`src/rtl/riscv_pkg.sv`:
```
// Shared RV32I core types: ALU op codes, forwarding selects
// and the ID/EX pipeline register bundle.
package riscv_pkg;

    localparam int XLEN = 32;
    localparam int OPW  = 4;
    localparam int RW   = 5;

    localparam logic [OPW-1:0] ALU_AND = 4'b0000;
    localparam logic [OPW-1:0] ALU_OR  = 4'b0001;
    localparam logic [OPW-1:0] ALU_ADD = 4'b0010;
    localparam logic [OPW-1:0] ALU_SUB = 4'b0011;
    localparam logic [OPW-1:0] ALU_EQ  = 4'b1000;

    typedef enum logic [1:0] {
        FWD_NONE,
        FWD_EXMEM,
        FWD_MEMWB
    } fwd_sel_e;

    typedef struct packed {
        logic            valid;
        logic [XLEN-1:0] pc;
        logic [XLEN-1:0] rs1_data;
        logic [XLEN-1:0] rs2_data;
        logic [XLEN-1:0] imm;
        logic [RW-1:0]   rs1;
        logic [RW-1:0]   rs2;
        logic [RW-1:0]   rd;
        logic [OPW-1:0]  alu_op;
        logic            src_a_pc;
        logic            src_b_imm;
        logic            reg_write;
        logic            mem_read;
        logic            mem_write;
    } id_ex_t;

endpackage

```
`src/rtl/forwarding_unit.sv`:
```
// Picks the freshest producer for each EX-stage source register.
// EX/MEM beats MEM/WB; x0 is never forwarded.
module forwarding_unit
    import riscv_pkg::*;
#(
    parameter int REG_ADDR_W = 5
) (
    input  logic [REG_ADDR_W-1:0] ex_rs1,
    input  logic [REG_ADDR_W-1:0] ex_rs2,
    input  logic                  exmem_reg_write,
    input  logic [REG_ADDR_W-1:0] exmem_rd,
    input  logic                  memwb_reg_write,
    input  logic [REG_ADDR_W-1:0] memwb_rd,
    output fwd_sel_e              fwd_a,
    output fwd_sel_e              fwd_b
);

    logic exmem_ok;
    logic memwb_ok;
    logic ex_a;
    logic ex_b;
    logic wb_a;
    logic wb_b;

    assign exmem_ok = exmem_reg_write & (exmem_rd != '0);
    assign memwb_ok = memwb_reg_write & (memwb_rd != '0);

    assign ex_a = exmem_ok & (exmem_rd == ex_rs1);
    assign ex_b = exmem_ok & (exmem_rd == ex_rs2);
    // MEM/WB hits are masked by EX/MEM hits so the selects stay one-hot
    assign wb_a = ~ex_a & memwb_ok & (memwb_rd == ex_rs1);
    assign wb_b = ~ex_b & memwb_ok & (memwb_rd == ex_rs2);

    always_comb begin
        fwd_a = FWD_NONE;
        unique case (1'b1)
            ex_a:    fwd_a = FWD_EXMEM;
            wb_a:    fwd_a = FWD_MEMWB;
            default: fwd_a = FWD_NONE;
        endcase
    end

    always_comb begin
        fwd_b = FWD_NONE;
        unique case (1'b1)
            ex_b:    fwd_b = FWD_EXMEM;
            wb_b:    fwd_b = FWD_MEMWB;
            default: fwd_b = FWD_NONE;
        endcase
    end

endmodule

```
`src/rtl/id_ex_stage.sv`:
```
// ID/EX pipeline register with load-use bubble insertion
// and forwarded ALU operand selection.
module id_ex_stage
    import riscv_pkg::*;
#(
    parameter int DATA_WIDTH    = 32,
    parameter int OPCODE_LENGTH = 4,
    parameter int REG_ADDR_W    = 5
) (
    input  logic                     clk,
    input  logic                     reset,
    input  logic                     id_valid,
    input  logic [DATA_WIDTH-1:0]    id_pc,
    input  logic [DATA_WIDTH-1:0]    id_rs1_data,
    input  logic [DATA_WIDTH-1:0]    id_rs2_data,
    input  logic [DATA_WIDTH-1:0]    id_imm,
    input  logic [REG_ADDR_W-1:0]    id_rs1,
    input  logic [REG_ADDR_W-1:0]    id_rs2,
    input  logic [REG_ADDR_W-1:0]    id_rd,
    input  logic [OPCODE_LENGTH-1:0] id_alu_op,
    input  logic                     id_src_a_pc,
    input  logic                     id_src_b_imm,
    input  logic                     id_uses_rs2,
    input  logic                     id_reg_write,
    input  logic                     id_mem_read,
    input  logic                     id_mem_write,
    input  logic                     ext_stall,
    input  logic                     flush,
    input  logic                     exmem_reg_write,
    input  logic [REG_ADDR_W-1:0]    exmem_rd,
    input  logic [DATA_WIDTH-1:0]    exmem_result,
    input  logic                     memwb_reg_write,
    input  logic [REG_ADDR_W-1:0]    memwb_rd,
    input  logic [DATA_WIDTH-1:0]    memwb_data,
    output logic                     hazard_stall,
    output logic [DATA_WIDTH-1:0]    SrcA,
    output logic [DATA_WIDTH-1:0]    SrcB,
    output logic [OPCODE_LENGTH-1:0] Operation,
    output logic [DATA_WIDTH-1:0]    ex_store_data,
    output logic                     ex_valid,
    output logic [REG_ADDR_W-1:0]    ex_rd,
    output logic                     ex_reg_write,
    output logic                     ex_mem_read,
    output logic                     ex_mem_write,
    output logic [DATA_WIDTH-1:0]    ex_pc
);

    id_ex_t   r;
    id_ex_t   id_pkt;
    fwd_sel_e fwd_a;
    fwd_sel_e fwd_b;
    logic [DATA_WIDTH-1:0] fwd_rs1;
    logic [DATA_WIDTH-1:0] fwd_rs2;
    logic load_in_ex;
    logic rs_match;

    // Control bits are gated so an invalid slot never writes anything
    always_comb begin
        id_pkt           = '0;
        id_pkt.valid     = id_valid;
        id_pkt.pc        = id_pc;
        id_pkt.rs1_data  = id_rs1_data;
        id_pkt.rs2_data  = id_rs2_data;
        id_pkt.imm       = id_imm;
        id_pkt.rs1       = id_rs1;
        id_pkt.rs2       = id_rs2;
        id_pkt.rd        = id_rd;
        id_pkt.alu_op    = id_alu_op;
        id_pkt.src_a_pc  = id_src_a_pc;
        id_pkt.src_b_imm = id_src_b_imm;
        id_pkt.reg_write = id_valid & id_reg_write;
        id_pkt.mem_read  = id_valid & id_mem_read;
        id_pkt.mem_write = id_valid & id_mem_write;
    end

    assign load_in_ex = r.valid & r.mem_read & (r.rd != '0);
    assign rs_match   = (r.rd == id_rs1)
                      | (id_uses_rs2 & (r.rd == id_rs2));
    assign hazard_stall = ~flush & id_valid & load_in_ex & rs_match;

    always_ff @(posedge clk) begin
        if (reset) begin
            r <= '0;
        end else if (flush) begin
            r <= '0;
        end else if (ext_stall) begin
            r <= r;
        end else if (hazard_stall) begin
            r <= '0;
        end else begin
            r <= id_pkt;
        end
    end

    forwarding_unit #(
        .REG_ADDR_W(REG_ADDR_W)
    ) u_fwd (
        .ex_rs1          (r.rs1),
        .ex_rs2          (r.rs2),
        .exmem_reg_write (exmem_reg_write),
        .exmem_rd        (exmem_rd),
        .memwb_reg_write (memwb_reg_write),
        .memwb_rd        (memwb_rd),
        .fwd_a           (fwd_a),
        .fwd_b           (fwd_b)
    );

    always_comb begin
        fwd_rs1 = r.rs1_data;
        unique case (fwd_a)
            FWD_EXMEM: fwd_rs1 = exmem_result;
            FWD_MEMWB: fwd_rs1 = memwb_data;
            default:   fwd_rs1 = r.rs1_data;
        endcase
    end

    always_comb begin
        fwd_rs2 = r.rs2_data;
        unique case (fwd_b)
            FWD_EXMEM: fwd_rs2 = exmem_result;
            FWD_MEMWB: fwd_rs2 = memwb_data;
            default:   fwd_rs2 = r.rs2_data;
        endcase
    end

    assign SrcA          = r.src_a_pc  ? r.pc  : fwd_rs1;
    assign SrcB          = r.src_b_imm ? r.imm : fwd_rs2;
    assign ex_store_data = fwd_rs2;
    assign Operation     = r.alu_op;
    assign ex_valid      = r.valid;
    assign ex_rd         = r.rd;
    assign ex_reg_write  = r.reg_write;
    assign ex_mem_read   = r.mem_read;
    assign ex_mem_write  = r.mem_write;
    assign ex_pc         = r.pc;

endmodule
```
`config.mk`:
```
export PLATFORM = sky130hd
export DESIGN_NAME = id_ex_stage
export DESIGN_NICKNAME = d
export VERILOG_FILES = /design/src/rtl/riscv_pkg.sv /design/src/rtl/forwarding_unit.sv /design/src/rtl/id_ex_stage.sv
export SDC_FILE = /design/constraint.sdc
export NUM_CORES = 1
export LEC_CHECK = 0
export CAP_MARGIN = 20
export CORE_MARGIN = 10
export CORE_UTILIZATION = 45
export DETAILED_ROUTE_END_ITERATION = 10
export GPL_TIMING_DRIVEN = 0
export HOLD_SLACK_MARGIN = 0.12
export PLACE_DENSITY = 0.82
export SKIP_LAST_GASP = 1
export SYNTH_ARGS = -nofsm -noshare
export SYNTH_HDL_FRONTEND = slang
export SYNTH_SLANG_ARGS = --single-unit
```
`constraint.sdc`:
```
create_clock -name clk -period 7 [get_ports clk]
set_input_delay 1.05 -clock clk [delete_from_list [all_inputs] [get_ports clk]]
set_output_delay 1.05 -clock clk [all_outputs]
set_load 0.02 [all_outputs]
```
Word-level counts from Yosys, hierarchy flattened
Cells that the tools add are included.
{ "word_totals": {"regBits": 153, "latch_bits": 0, "mem_bits_rw": 0, "rom_bits": 0, "input_bits": 234, "output_inout_bits": 142, "elab_cells": 56, "memories": 0} }
{ "op_classes": {"n_addsub": 0, "n_mul": 0, "div_mod_pow": 0, "magnitude_cmp": 0, "eq_ne": 10, "shifts": 0, "mux": 7, "bitwise": 21, "reduce_logical": 4} }
{ "op_table": {"columns": ["op", "n"], "rows": [
  ["2-to-1 mux 153 bit", 1],
  ["one-hot mux 32 bit (2 select lines)", 2],
  ["2-to-1 mux 32 bit", 2],
  ["equality test 5 bit", 6],
  ["bitwise AND 1 bit", 17],
  ["nonzero test 5 bit", 3],
  ["one-hot mux 2 bit (2 select lines)", 2],
  ["equality test 2 x 1 -> 1 bit, second input constant", 2],
  ["equality test 2 bit, second input constant", 2],
  ["inverter 1 bit", 3],
  ["OR reduction 2 bit", 1],
  ["bitwise OR 1 bit", 1]
]} }

Longest topological paths before layout
Gate-level depths: netlist (run 1).
{ "depth": {"ltp_word": 10, "depth_mapped": 10, "depth_no_buf": 9} }

Hierarchy
A second synthesis (run 1) with hierarchy kept.
{ "hier_totals": {"cells_unflattened": 1126, "hier_area_um2": 8739.6} }
{ "modules_own_cells": {"columns": ["module", "instances", "cells_per_inst", "area_each_um2"], "rows": [
  ["id_ex_stage", 1, 1092, 8469.4],
  ["forwarding_unit", 1, 34, 270.3]
]} }

Worst setup path before layout (run 1)
OpenSTA, ideal clock, no wires.
{ "synth_path": {"path_kind": "input port to output port", "startpoint": "in exmem_rd[4]", "endpoint": "out SrcB[13]", "arrival_ns": 3.932, "path_slack_ns": 2.018, "cell_stages": 9, "n_path_buf": 2, "path_cell_list": "or4_1 -> o21ai_0 -> nor4_1 -> or4_1 -> ha_1 -> clkbuf_1 -> clkbuf_1 -> o21ai_0 -> mux2_2"} }
{ "synth_between": {"elab_chain_cells": 10} }
{ "synth_rtl": {"columns": ["element", "line", "source"], "rows": [
  ["start: declaration", "id_ex_stage.sv:30", "input logic [REG_ADDR_W-1:0] exmem_rd,"],
  ["nonzero test 5 bit", "forwarding_unit.sv:25", "assign exmem_ok = exmem_reg_write & (exmem_rd != '0);"],
  ["bitwise AND 1 bit", "forwarding_unit.sv:25", null],
  ["bitwise AND 1 bit (*)", "forwarding_unit.sv:29", "assign ex_b = exmem_ok & (exmem_rd == ex_rs2);"],
  ["inverter 1 bit", "forwarding_unit.sv:32", "assign wb_b = ~ex_b & memwb_ok & (memwb_rd == ex_rs2);"],
  ["bitwise AND 1 bit (2 in series)", "forwarding_unit.sv:32", null],
  ["one-hot mux 2 bit (2 select lines) (*)", "forwarding_unit.sv:45", "unique case (1'b1)"],
  ["equality test 2 bit / equality test 2 x 1 -> 1 bit (equally long branches)", "id_ex_stage.sv:119", "unique case (fwd_b)"],
  ["one-hot mux 32 bit (2 select lines) (*)", "id_ex_stage.sv:119", null],
  ["net ex_store_data[13]", "id_ex_stage.sv:39", "output logic [DATA_WIDTH-1:0] ex_store_data,"],
  ["2-to-1 mux 32 bit (*)", "id_ex_stage.sv:127", "assign SrcB = r.src_b_imm ? r.imm : fwd_rs2;"],
  ["end: declaration", "id_ex_stage.sv:37", "output logic [DATA_WIDTH-1:0] SrcB,"]
]} }
The timed path passes the listed nets; every way through them passes the cells marked *.

Worst setup path after layout (run 1)
{ "layout_path": {"startpoint": "in exmem_rd[4]", "endpoint": "out SrcB[5]"} }
{ "layout_between": {"elab_chain_cells": 10} }
{ "layout_rtl": {"columns": ["element", "line"], "rows": [
  ["nonzero test 5 bit", "forwarding_unit.sv:25"],
  ["bitwise AND 1 bit", "forwarding_unit.sv:25"],
  ["bitwise AND 1 bit (*)", "forwarding_unit.sv:29"],
  ["inverter 1 bit", "forwarding_unit.sv:32"],
  ["bitwise AND 1 bit (2 in series)", "forwarding_unit.sv:32"],
  ["one-hot mux 2 bit (2 select lines) (*)", "forwarding_unit.sv:45"],
  ["equality test 2 bit / equality test 2 x 1 -> 1 bit (equally long branches)", "id_ex_stage.sv:119"],
  ["one-hot mux 32 bit (2 select lines) (*)", "id_ex_stage.sv:119"],
  ["2-to-1 mux 32 bit (*)", "id_ex_stage.sv:127"]
]} }
Every way passes the cells marked *; elsewhere a longest branch is shown, timed or not.

==> summary.md, run 1 <==
| Metric | Value |
|---|---|
| Status | complete, no violations |
| Commonest non-fill, non-tap cell in the layout | clkdlybuf4s50_1 |
| Post-Synthesis Cells | 1132 |
| Switch Pwr | 0.000768 W |
| Htree depth | 4 |
| Avg Vias per Cell | 6.03 |
| CTS tree | built |
| Total wire length | around 45 mm |
| Root buf cell | clkbuf_16 |
| ANT nets after route | 0 |
| Post-layout min period | 6.59 ns |
| Setup Skew | ~0.014 ns |
| CTS max path bufs | 2 |
| Fin. Hold Viols | 0 |
| Worst Hold Class | register to register |
| First-pass GRT wire length | 66.5 mm |
| Cts bufs inserted | 17 |
| Port Buf Inserts | 375 |
| Mean area per synthesized cell | 8.58 sq um |
| RSZ-0062 raised after global routing | false |
| Clock power share | 36.1% |
| Max-slew headroom | 31.0% |
| Hold WS | ~0.55 ns |
| Post-CTS resize count | 0 |
| Internal Power | 0.00179 W |
| HPWL after DPL | 35.4 mm |
| Area contributors post-synth | dfxtp_1 (32%), a22o_1 (14%), a21o_1 (12%) |
| Power per Cell Area | roughly 180 nW/um^2 |
| Drt first pass iters | 5 |
| Total track usage | 30.1% |
| Clock Sinks | 153 |
| Hold-fix buffers at CTS | 0 |
| Final setup viols | 0 |
| Post-route DRC | 0 |
| Dpl cell area | approximately 14000 sq um |
| Max FO, Critical Path | 10 |
| Max cap viols | 0 |
| Core Area | 21200 sq um |
| Seq cells post-synth | 153 |
| Clock edge transition at the registers on the reported setup and hold paths | 0.07 ns |
| RePlAce Congestion | 0.936 |
| Post-route cell area | 14400 sq um |
| Tcrit/Tclk final | 94.1% |
| Starting Density | between 40% and 50% |
| Leak Pwr | 6.12 nW |
| Largest net degree at the start of global routing | 17 |
| GRT overflow | 0 |
| Critical path class | primary input to primary output |
| Die height | 167 um |
| Max VDD drop | 0.160 mV |
| Final net count | between 1500 and 2000 |
| DR vias | 10990 |
| Synthesized area | 9710 sq um |
| Vias in the first global route | roughly 11000 |
| Most frequent cells in the layout | clkdlybuf4s50_1 (375), dfxtp_1 (153), nor3b_1 (150), a22o_1 (150), a21o_1 (150) |
| I/O pin count | approximately 380 |
| Post-synth top area cell | dfxtp_1 |
| Setup_tns | 0 ns |
| DRT iter0 DRCs | ~1300 |
| Post-CTS Setup Bufs | 0 |
| YS warnings | 0 |
| Skew-Pair Late Insertion Delay | between 0.4 and 0.5 ns |
| Critical Path RT | 5.95 ns |
| Seq/Total Area, Yosys | about a third |
| Proportion of layout cells with a drive suffix above 1 | under 10% |
| Worst setup EP type | primary output |
| Rows | 53 |
| Share of Yosys cell area claimed by the top area cell type | 31.5% |
| Crit start category | primary input |
| DIE WIDTH | 167 um |
| Critical path arrival | 5.54 ns |
| Fmax | 152 MHz |
| Full die area | 27900 sq um |
| Sw Share | a little under a third |
| Worst-Margin Slew | 1.03 ns |
| Synthesis-to-layout area growth | 48.3% |
| Comb power frac | 26.0% |
| Syn Nets | 1370 |
| Routed WL per cell | approximately 25 um |
| Fin. max-slew vios | 0 |
| Reg power frac | 37.9% |
| Antenna violations before repair | 8 |
| Netlist cell types | 34 |
-- metrics by stage --
| stage | instances | util (%) | setup WS, ns | power [W] |
|---|---|---|---|---|
| detailed placement | 1782 | 65.3 | 0.496 | 0.00164 |
| global placement | 1782 | 65.3 | 0.494 | 0.00163 |
| floorplan | 1132 | - | 2.02 | 0.00129 |
| finish | 1822 | 68.1 | 0.412 | 0.00256 |
| CTS | 1814 | 68.0 | 0.453 | 0.00255 |
| global route | 1821 | 68.1 | 0.222 | 0.00263 |
-- worst max-delay path: stages --
cell,delay (ns)
clkdlybuf4s50_1,0.49
or4_1,0.54
o21ai_0,0.29
nor4_1,0.16
or4_1,0.54
ha_1,0.29
clkbuf_1,0.47
clkbuf_1,0.49
o21ai_0,0.33
mux2_2,0.33
clkdlybuf4s50_1,0.54
-- sequential cells by signal, summed over array words and instances, names as in the netlist --
signal	flops
ex_mem_write	1
r	108
ex_pc	32
ex_mem_read	1
Operation	4
ex_rd	5
ex_valid	1
ex_reg_write	1
-- worst paths after layout --
| kind | to | depth (start not counted) | start | slack (ns) |
|---|---|---|---|---|
| min reg2reg | ex_mem_write | 2 | ex_mem_write | 0.55 |
| max reg2reg | r[59] | 7 | ex_rd[4] | 4.37 |
| min | ex_mem_write | 2 | ex_mem_write | 0.55 |
| max | SrcB[5] | 11 | exmem_rd[4] | 0.41 |
-- synthesized netlist by cell type --
master    instances
nand3_1           5
mux2_2           32
clkbuf_1         98
a22o_1          150
mux2i_1           3
nand2_1          68
o22ai_1           1
or3b_2            1
ha_1              4
o21ai_0          66
xor2_1            4
nor3b_1         150
and4b_1           1
o22a_1            1
clkbuf_4          1
xnor2_1          26
nand4_1           1
buf_1             5
or2_2             1
or4_1             5
nor2_1           37
nor4_1            4
a21oi_1          32
a32oi_1           3
buf_2            12
buf_4            46
inv_1             2
o21ai_2           1
a22oi_1          64
and2_1            1
dfxtp_1         153
o31ai_1           3
buf_6             1
a21o_1          150
-- per-layer routing --
layer	share of wire, %	track usage, %	wire, um
met1	40	36.6	18000
met2	47	48.9	20900
met3	9.9	8.54	4440
met4	2.9	11.9	1310
met5	0	0	0
-- area by class of cell --
type                    instances  area (sq um)
fillers                      1764          6750
multi-input cells             814          5830
repair buffers                375          3750
flip-flops and latches        153          3060
plain buffers                 163           811
clock buffers                  20           457
well taps                     275           344
clock inverters                12           115
diodes                          8          20.0
inverters                       2          7.51
-- power groups by stage --
stage | sequential [W] | combinational (W) | clock [W]
finish | 0.000968 | 0.000666 | 0.000922
detailed placement | 0.000985 | 0.000656 | 0
global route | 0.000972 | 0.000702 | 0.000958
global placement | 0.000983 | 0.000649 | 0
floorplan | 0.000973 | 0.000322 | 0
CTS | 0.000966 | 0.000661 | 0.000919
-- logic make-up (layout without fill, tap and decap cells) --
family	after synthesis	count (layout)	share of synthesized area, %
other	0	8	0
adders and majority gates	4	4	0.515
DFF	153	153	31.5
muxes	35	35	4.02
xor gates and xnor gates	30	30	2.71
and+or+nand+nor	274	274	16.9
buffers and inverters	165	572	8.42
AOI/OAI and AO/OA	471	471	35.9
No activity file was read; power rests on OpenSTA's default activity.
==> inputs of run 2 (changes only) <==
--- a/config.mk
+++ b/config.mk
@@ -5,7 +5,7 @@
 export SDC_FILE = /design/constraint.sdc
 export NUM_CORES = 1
 export LEC_CHECK = 0
-export CAP_MARGIN = 20
+export CAP_MARGIN = 0
 export CORE_MARGIN = 10
 export CORE_UTILIZATION = 45
 export DETAILED_ROUTE_END_ITERATION = 10
==> constraint.sdc (replaced) <==
create_clock -name clk -period 8.1 [get_ports clk]
set_input_delay 1.215 -clock clk [delete_from_list [all_inputs] [get_ports clk]]
set_output_delay 1.215 -clock clk [all_outputs]
set_load 0.02 [all_outputs]
==> results of run 2 <==
Same layout as run 1 (identical final DEF). Status: complete, no violations.
Main changes from that run: setup slack after placement 0.496 ns -> 1.27 ns; setup slack after layout 0.412 ns -> 1.18 ns; register-to-register setup slack 4.37 ns -> 5.47 ns; total power 0.00256 W -> 0.00221 W; worst IR drop on VDD 0.160 mV -> 0.138 mV
==> inputs of run 3 (changes only) <==
--- a/config.mk
+++ b/config.mk
@@ -8,6 +8,7 @@
 export CAP_MARGIN = 0
 export CORE_MARGIN = 10
 export CORE_UTILIZATION = 45
+export CTS_CLUSTER_DIAMETER = 120
 export DETAILED_ROUTE_END_ITERATION = 10
 export GPL_TIMING_DRIVEN = 0
 export HOLD_SLACK_MARGIN = 0.12
==> results of run 3 <==
Same layout as run 1 (identical final DEF). Status: complete, no violations.
Main changes from that run: setup slack after placement 0.496 ns -> 1.27 ns; setup slack after layout 0.412 ns -> 1.18 ns; register-to-register setup slack 4.37 ns -> 5.47 ns; total power 0.00256 W -> 0.00221 W; worst IR drop on VDD 0.160 mV -> 0.138 mV
